$ cat config.mk
export PLATFORM = sky130hd
export DESIGN_NAME = history_replayer
export DESIGN_NICKNAME = d
export VERILOG_FILES = /design/src/rtl/history_replayer_pkg.sv /design/src/rtl/history_replayer_histram.sv /design/src/rtl/history_replayer.sv
export SDC_FILE = /design/constraint.sdc
export NUM_CORES = 2
export LEC_CHECK = 0
export CAP_MARGIN = 10
export CORE_MARGIN = 4
export CORE_UTILIZATION = 25
export CTS_CLUSTER_SIZE = 30
export DETAILED_ROUTE_END_ITERATION = 6
export PLACE_DENSITY = 0.47
export SLEW_MARGIN = 20
export SYNTH_ARGS = -nofsm -noshare
export SYNTH_HDL_FRONTEND = slang
export SYNTH_SLANG_ARGS = --single-unit
$ cat constraint.sdc
create_clock -name clk -period 2.72 [get_ports clk]
set_input_delay 0.272 -clock clk [delete_from_list [all_inputs] [get_ports clk]]
set_output_delay 0.272 -clock clk [all_outputs]
set_load 0.1 [all_outputs]
$ cat src/rtl/history_replayer_pkg.sv
// Shared constants and FSM encoding for the keystroke history replayer.
package history_replayer_pkg;
    localparam int HISTRAM_ADDR_WIDTH = 8;
    localparam int HISTRAM_DATA_WIDTH = 9;

    typedef enum logic [1:0] {
        HREPLAY_IDLE = 2'd0,
        HREPLAY_LOAD = 2'd1,
        HREPLAY_RD   = 2'd2,
        HREPLAY_OUT  = 2'd3
    } hr_state_e;
endpackage

$ cat src/rtl/history_replayer_histram.sv
// Single-port history RAM with registered (1-cycle) read data.
module history_replayer_histram
    import history_replayer_pkg::*;
#(
    parameter int ADDR_WIDTH = HISTRAM_ADDR_WIDTH,
    parameter int DATA_WIDTH = HISTRAM_DATA_WIDTH
) (
    input  logic                  clk,
    input  logic                  i_we,
    input  logic [ADDR_WIDTH-1:0] i_addr,
    input  logic [DATA_WIDTH-1:0] i_wd,
    output logic [DATA_WIDTH-1:0] o_rd
);
    localparam int DEPTH = 2 ** ADDR_WIDTH;

    logic [DATA_WIDTH-1:0] r_mem [DEPTH];

    always_ff @(posedge clk) begin
        if (i_we) begin
            r_mem[i_addr] <= i_wd;
        end
        o_rd <= r_mem[i_addr];
    end
endmodule

$ cat src/rtl/history_replayer.sv
// Records keystrokes at the indexer's write index and replays them oldest-first.
module history_replayer
    import history_replayer_pkg::*;
#(
    parameter int ADDR_WIDTH = HISTRAM_ADDR_WIDTH
) (
    input  logic                  clk,
    input  logic                  i_sclr,
    input  logic                  i_wen,
    input  logic [ADDR_WIDTH-1:0] i_waddr,
    input  logic                  i_type,
    input  logic [7:0]            i_asciiex,
    input  logic                  i_replay,
    input  logic                  i_ready,
    output logic                  o_valid,
    output logic                  o_type,
    output logic [7:0]            o_asciiex,
    output logic                  o_busy,
    output logic [ADDR_WIDTH:0]   o_count,
    output logic                  o_drop
);
    hr_state_e r_state;
    hr_state_e w_next;

    logic [ADDR_WIDTH-1:0] r_head;
    logic [ADDR_WIDTH:0]   r_count;
    logic [ADDR_WIDTH-1:0] r_rd_ptr;
    logic [ADDR_WIDTH:0]   r_remaining;
    logic                  r_valid;
    logic                  r_drop;

    logic                  w_we;
    logic                  w_hs;
    logic [ADDR_WIDTH-1:0] w_addr;
    logic [8:0]            w_rd;

    assign w_we   = (r_state == HREPLAY_IDLE) & i_wen & ~i_sclr;
    assign w_hs   = (r_state == HREPLAY_OUT) & r_valid & i_ready;
    assign w_addr = (r_state == HREPLAY_IDLE) ? i_waddr : r_rd_ptr;

    history_replayer_histram #(
        .ADDR_WIDTH (ADDR_WIDTH),
        .DATA_WIDTH (9)
    ) u_histram (
        .clk    (clk),
        .i_we   (w_we),
        .i_addr (w_addr),
        .i_wd   ({i_type, i_asciiex}),
        .o_rd   (w_rd)
    );

    always_comb begin
        w_next = r_state;
        unique case (r_state)
            HREPLAY_IDLE: if (i_replay) w_next = HREPLAY_LOAD;
            HREPLAY_LOAD: begin
                w_next = (r_count == '0) ? HREPLAY_IDLE : HREPLAY_RD;
            end
            HREPLAY_RD:   w_next = HREPLAY_OUT;
            HREPLAY_OUT: begin
                if (w_hs) begin
                    w_next = (r_remaining == (ADDR_WIDTH+1)'(1))
                           ? HREPLAY_IDLE : HREPLAY_RD;
                end
            end
            default:      w_next = HREPLAY_IDLE;
        endcase
    end

    always_ff @(posedge clk) begin
        if (i_sclr) begin
            r_state     <= HREPLAY_IDLE;
            r_head      <= '0;
            r_count     <= '0;
            r_rd_ptr    <= '0;
            r_remaining <= '0;
            r_valid     <= 1'b0;
            r_drop      <= 1'b0;
        end else begin
            r_state <= w_next;
            r_drop  <= (r_state != HREPLAY_IDLE) & i_wen;
            if (w_we) begin
                r_head <= i_waddr + ADDR_WIDTH'(1);
                // count's top bit set means the RAM is full; hold there
                if (!r_count[ADDR_WIDTH]) begin
                    r_count <= r_count + (ADDR_WIDTH+1)'(1);
                end
            end
            if (r_state == HREPLAY_LOAD) begin
                r_rd_ptr    <= r_head - r_count[ADDR_WIDTH-1:0];
                r_remaining <= r_count;
            end
            if (r_state == HREPLAY_RD) begin
                r_valid <= 1'b1;
            end
            if (w_hs) begin
                r_valid     <= 1'b0;
                r_rd_ptr    <= r_rd_ptr + ADDR_WIDTH'(1);
                r_remaining <= r_remaining - (ADDR_WIDTH+1)'(1);
            end
        end
    end

    // RAM keeps re-reading rd_ptr during OUT, so data stays stable
    assign o_valid   = r_valid;
    assign o_type    = r_valid ? w_rd[8]   : 1'b0;
    assign o_asciiex = r_valid ? w_rd[7:0] : 8'h00;
    assign o_busy    = (r_state != HREPLAY_IDLE);
    assign o_count   = r_count;
    assign o_drop    = r_drop;
endmodule

== After elaboration in Yosys (flattened, before gate mapping) ==
Memories as Yosys holds them, arrays and structs flattened. A register that Yosys moved wholly into a read port is not among the register bits.
Index checks and enable logic that the tools add are counted.
Widths: inputs -> output; s select.
Word-level totals
  register bits after elaboration: 38
  bits in latches: 0
  bits in writable memories: 2304
  ROM bits: 0
  input port bits: 22
  output and inout bits: 21
  word-level logic and storage cells: 49
  memories kept: 1
Memories
  u_histram.r_mem: depth 256, width 9, read ports 1, clocked after Yosys merged registers in 1, wr ports 1, RTL line history_replayer_histram.sv:16  | logic [DATA_WIDTH-1:0] r_mem [DEPTH];
Cells by class
  add/sub/neg operators: 5
  multiply operators: 0
  div/mod/pow operators: 0
  order comparisons: 0
  eq/ne operators: 6
  shifts and indexed selects: 0
  mux-type cells: 15
  bitwise operators: 7
  reduce and logical (&&, ||, !) cells: 7
Operator list (count)
  $mux 8: 4
  $mux 9: 3
  $add 8x1->8 const B: 2
  $add 9x1->9 const B: 1
  $eq 9x1->1 const B: 1
  $logic_not 9->1: 1
  $sub 9x1->9 const B: 1
  $mux 2: 4
  $pmux 2 s4: 1
  $sub 8x8->8: 1
  $and 1x1->1: 5
  $eq 2x2->1 const B: 2
  $ne 2x2->1 const B: 2
  $reduce_and 2->1: 2
  $reduce_bool 2->1: 2
  $mux 1: 3
  $eq 2x1->1 const B: 1
  $logic_not 2->1: 1
  $not 1->1: 2
  $reduce_or 2->1: 1

== Depth between registers and ports, before layout ==
  depth after elaboration: 5
  depth in mapped cells: 13
  gate-level depth less buffers: 11

== Hierarchy ==
A second synthesis with hierarchy kept.
Unflattened totals
  cells, all modules: 4241
  area, all modules: 90435.5 µm²
Modules (own cells, without submodules)
  history_replayer_histram: instances 1, cells an instance 3945, area each 88016.9 µm², seq. area each 69366.5 µm²
  history_replayer: instances 1, cells an instance 296, area each 2418.6 µm², seq. area each 760.7 µm²

== Worst setup path before layout ==
No wires, ideal clock.
  kind: register -> register
  from: reg r_state[0]
  to: mem u_histram.r_mem[208][0] (enable)
  library setup time: 374 ps
  arrival: 3150 ps
  data required time: 2346 ps
  path slack: -804 ps
  cell stages (with the launch flop): 12
  buffers on the path: 5
  clock period less this slack: 3524 ps
  cell sequence: dfxtp_1 buf_4 nor2_4 inv_2 buf_4 clkbuf_1 nand3_1 nand2_1 clkbuf_1 nand2_1 clkbuf_1 nor2_1
Between the ends
  longest elaborated chain between the ends: 5
  elaborated cells between the ends (all ways): 6
  those cells by class: 3 x mux; 2 x bitwise; 1 x reduce/logical
Ends and longest elaborated chain
  start, declared: RTL line history_replayer.sv:22  | hr_state_e r_state;
  start signal, assigned: RTL line history_replayer.sv:80  | r_state <= w_next;
  $logic_not 2->1 (*): RTL line history_replayer.sv:37, history_replayer.sv:39
  $and 1x1->1 (2 in series): RTL line history_replayer.sv:37  | assign w_we = (r_state == HREPLAY_IDLE) & i_wen & ~i_sclr;
  $mux 1: RTL line history_replayer_histram.sv:19  | if (i_we) begin
  $mux 1 (not written as such): RTL line history_replayer_histram.sv:20  | r_mem[i_addr] <= i_wd;
  end, declared: RTL line history_replayer_histram.sv:16
Every way passes the cells marked *; elsewhere a longest branch is shown, timed or not.

== Worst setup path in the final report ==
  from: reg r_state[0]
  to: reg u_histram.o_rd[7] (read register of u_histram.r_mem)
Between the ends
  longest elaborated chain between the ends: 2
Ends and longest elaborated chain
  $logic_not 2->1: RTL line history_replayer.sv:39  | assign w_addr = (r_state == HREPLAY_IDLE) ? i_waddr : r_rd_ptr;
  $mux 8: RTL line history_replayer.sv:39
  end, declared: RTL line history_replayer_histram.sv:12  | output logic [DATA_WIDTH-1:0] o_rd
No other way between the ends.
A chain may end at the register's enable or synchronous reset.

==> summary.txt <==
Switching Power = 19.5 mW
Relative contribution of sequential cells to total power = 0.479
Number of max-slew violations in the final report = 0
Kind of end point of the critical path = flop
Ratio of routed vias to standard cells = 4.92
Commonest cells post-synth = sky130_fd_sc_hd__edfxtp_1 (2,304), sky130_fd_sc_hd__a221oi_1 (582), sky130_fd_sc_hd__a22o_1 (576), sky130_fd_sc_hd__nor2_1 (297), sky130_fd_sc_hd__o22ai_1 (291)
Count of input and output buffers = 42
Final HPWL DP = 173 mm
Most common flop cell mapped by yosys = sky130_fd_sc_hd__edfxtp_1
Fraction of final layout cells sized beyond drive strength 1 = 0.328
Clock tree from TritonCTS = yes
Final Cycle Share = 1.18
Number of cell rows = 216
Worst-case headroom to the max-slew limit = 0.429
Worst IR Drop VDD = 0.416 mV
Global-route wire length before repair = 396 mm
Largest net degree at the start of global routing = 90
Number of maximum-capacitance constraint violations = 0
Period minus WS final = 3220 ps
Leading area contributor after synthesis = sky130_fd_sc_hd__edfxtp_1
H-Tree Level Count = 5
Seq. cell area = 0.0701 mm^2
Tightest Pin Transition = 857 ps
Final Worst Setup Slack = -500 ps
Worst Clk Skew = 74.3 ps
Number of antenna-violating nets in the routed design = 0
Switching part of the total power = 0.234
Core Area = 0.346 mm^2
Wirelength, routed = 279 mm
Library cell with the highest instance count after synthesis = sky130_fd_sc_hd__edfxtp_1
Flop and latch count out of synthesis = 2,351
Status = finished with violations
Final net count = 5,828
Top Ports = 43
Global routing usage summed across all routing layers = 0.150
Total die area = 0.358 mm^2
Vias in the first global route = 52,800
Pwr Density = 723 mW/mm^2
Share of synthesized area occupied by flip-flops and latches = 0.805
# clock sinks = 2,351
Internal power = 64.0 mW
Area of the mapped netlist = 0.0871 mm^2
Initial Utilization = 0.251
Sum of internal, switching and leakage power = 83.5 mW
Pleak = 37.0 nW
Highest attainable clock frequency = 311 MHz
Final weighted congestion in routability-driven placement = 0.832
CTS buffer count = 268
Buffer type at the clock tree root = sky130_fd_sc_hd__clkbuf_16
Total via count in the routed design = 52,000
Class of the most critical hold timing path = in2reg
Clock Power Share = 0.419
Violations in the final reports = negative setup slack
Area taken by multi-input logic gates = 0.0193 mm^2
Vertical extent of the die = 598 um
Count of routing violations after the opening detailed-route iteration = 5,172
Post-synthesis cell count = 4,841
Area added between synthesis and finish = 32.5%
Proportion of register bits with asynchronous set or reset after synthesis = 0
Data required time at the worst endpoint = 3440 ps
Per-instance average area after synthesis = 18.0 um^2
Distinct cell type count after synthesis = 54
Layout fillers = 32,900
Cells taking the most area after synthesis = sky130_fd_sc_hd__edfxtp_1 (79%), sky130_fd_sc_hd__a221oi_1 (5.9%), sky130_fd_sc_hd__a22o_1 (5.8%), sky130_fd_sc_hd__o22ai_1 (2.1%), sky130_fd_sc_hd__nor2_1 (1.3%)
Category of the critical setup timing path = reg2reg
Synth Warn # = 0
Part of the total power dissipated in combinational logic = 0.103
Number of DRC violations after detailed routing = 0
Hold violation count in the final report = 0
Width of the die = 598 um
GRT overflow = 0
Clock slew seen by the registers of the worst setup and hold paths = 60 ps
Number of antenna violations at the first check in global routing = 11
Area share of the largest cell type after synthesis = 0.794
Setup repair after global routing missed its margin = true
Number of detailed-route iterations in the first pass = 7
Arrival time worst endpoint = 3940 ps
Startpoint types = flop
Number of enable-type register cells in the synthesized netlist = 2,304
Critical Path Fanout Max = 73
# setup viols final = 260
Clock Latency Late Sink = 870 ps
Worst hold-check slack = 215 ps
Drt wl/cell = 26.3 um
Syn_nets = 4,877
Max clock buf depth = 4
## metal layers
metal  global-route usage  part of all wire  routed length, um  vias to the layer above
met5                    0          0.000047                 13                        -
met4               0.0414             0.027               7430                        2
met3               0.0188             0.052              14600                      359
met2                0.252              0.49             136000                     1593
met1                0.205              0.43             121000                    27400
li1                     -                 -                  -                    22700
## state kept, by name, indices dropped and copies added, names as in the netlist
| name | count |
|---|---|
| u_histram.r_mem | 2304 |
| o_count | 9 |
| r_remaining | 9 |
| u_histram.o_rd | 9 |
| r_head | 8 |
| r_rd_ptr | 8 |
| r_state | 2 |
| o_drop | 1 |
| o_valid | 1 |
## power groups by stage
stage / registers (mW) / clock network (mW) / logic (mW)
2_1_floorplan: 40.7 / 0 / 3.15
3_3_place_gp: 40.7 / 0 / 7.19
3_5_place_dp: 40.7 / 0 / 7.21
4_1_cts: 40.0 / 35.7 / 8.39
5_1_grt: 39.9 / 37.2 / 9.01
6_report: 40.0 / 34.9 / 8.58
## worst max-delay path: stages, from the launching register on
cell	delay, ps
sky130_fd_sc_hd__dfxtp_4	370
sky130_fd_sc_hd__buf_6	120
sky130_fd_sc_hd__o211ai_4	210
sky130_fd_sc_hd__o21ai_4	110
sky130_fd_sc_hd__buf_12	160
sky130_fd_sc_hd__buf_12	170
sky130_fd_sc_hd__a22o_1	310
sky130_fd_sc_hd__a221oi_1	240
sky130_fd_sc_hd__o22ai_1	190
sky130_fd_sc_hd__nor4_4	360
sky130_fd_sc_hd__buf_4	160
sky130_fd_sc_hd__nand2_2	110
sky130_fd_sc_hd__a2111o_1	420
## cell type report
cell class / instances / area share
diodes: 6 / 0.000130
multi-input cells: 2112 / 0.167
inverters: 17 / 0.000553
clock inverters: 127 / 0.0107
clock buffers: 341 / 0.0622
well taps: 4578 / 0.0496
repair buffers: 1042 / 0.102
flip-flops and latches: 2351 / 0.607
## timing repair
| action | CTS | global route |
|---|---|---|
| hold buffers | 9 | 0 |
| setup endpoints to repair | 1931 | 1607 |
| gates cloned | 18 | 11 |
| pin swaps | 150 | 89 |
| setup buffers | 38 | 19 |
| endpoints found under the hold margin | 239 | 0 |
| gates resized for setup | 539 | 212 |
## cells in the final DEF, fill, tap and decap left out, types with 10 or more instances in the layout
| cell | instances |
|---|---|
| sky130_fd_sc_hd__clkdlybuf4s50_1 | 12 |
| sky130_fd_sc_hd__bufinv_16 | 19 |
| sky130_fd_sc_hd__nand3b_1 | 16 |
| sky130_fd_sc_hd__a221oi_2 | 210 |
| sky130_fd_sc_hd__nor2_1 | 184 |
| sky130_fd_sc_hd__nor2_4 | 57 |
| sky130_fd_sc_hd__nor4_4 | 38 |
| sky130_fd_sc_hd__nand2_2 | 33 |
| sky130_fd_sc_hd__a22o_1 | 571 |
| sky130_fd_sc_hd__a221oi_4 | 12 |
| sky130_fd_sc_hd__a221oi_1 | 360 |
| sky130_fd_sc_hd__clkinv_1 | 42 |
| sky130_fd_sc_hd__clkbuf_1 | 61 |
| sky130_fd_sc_hd__clkbuf_16 | 277 |
| sky130_fd_sc_hd__dfxtp_1 | 45 |
| sky130_fd_sc_hd__buf_4 | 670 |
| sky130_fd_sc_hd__nand2_1 | 40 |
| sky130_fd_sc_hd__o22ai_2 | 101 |
| sky130_fd_sc_hd__nor4_2 | 21 |
| sky130_fd_sc_hd__bufbuf_16 | 10 |
| sky130_fd_sc_hd__buf_12 | 224 |
| sky130_fd_sc_hd__buf_16 | 18 |
| sky130_fd_sc_hd__nor4_1 | 16 |
| sky130_fd_sc_hd__clkinv_2 | 38 |
| sky130_fd_sc_hd__a21oi_1 | 18 |
| sky130_fd_sc_hd__buf_8 | 23 |
| sky130_fd_sc_hd__edfxtp_1 | 2304 |
| sky130_fd_sc_hd__xnor2_1 | 12 |
| sky130_fd_sc_hd__nand3_1 | 12 |
| sky130_fd_sc_hd__nor2_2 | 57 |
| sky130_fd_sc_hd__buf_6 | 73 |
| sky130_fd_sc_hd__o22ai_1 | 185 |
| sky130_fd_sc_hd__inv_1 | 16 |
| sky130_fd_sc_hd__o21ai_0 | 18 |
| sky130_fd_sc_hd__ha_1 | 13 |
## metrics by stage
stage	setup WS (ps)	utilization	instances	setup TNS (ps)	cell area (um^2)
global route	-584	0.333	10600	-76430	115000
CTS	-452	0.329	10500	-75420	114000
global placement	-1730	0.293	10000	-1408210	102000
finish	-500	0.333	10600	-11610	115000
detailed placement	-1710	0.293	10000	-1378610	102000
floorplan	-190	-	4841	-222730	87500
## worst paths after layout
check	cells after the start	slack [ps]	to	start
setup / recovery	12	-500	u_histram.o_rd[7]	r_state[0]
hold / removal	3	220	r_state[0]	i_replay
setup reg to reg	12	-500	u_histram.o_rd[7]	r_state[0]
hold reg to reg	2	480	r_remaining[7]	r_remaining[7]
## logic make-up (layout without fill, tap and decap cells)
logic type	count (synthesis)	count (layout)	share of synthesized area
buffers and inverters	378	1527	0.0181
adders and majority gates	14	14	0.00210
xor gates and xnor gates	20	20	0.00201
muxes	1	1	0.000115
DFF	2351	2351	0.805
AOI/OAI and AO/OA	1549	1549	0.145
other	0	6	0
and+or+nand+nor	528	528	0.0274
Power figures use the tool's default switching activity.
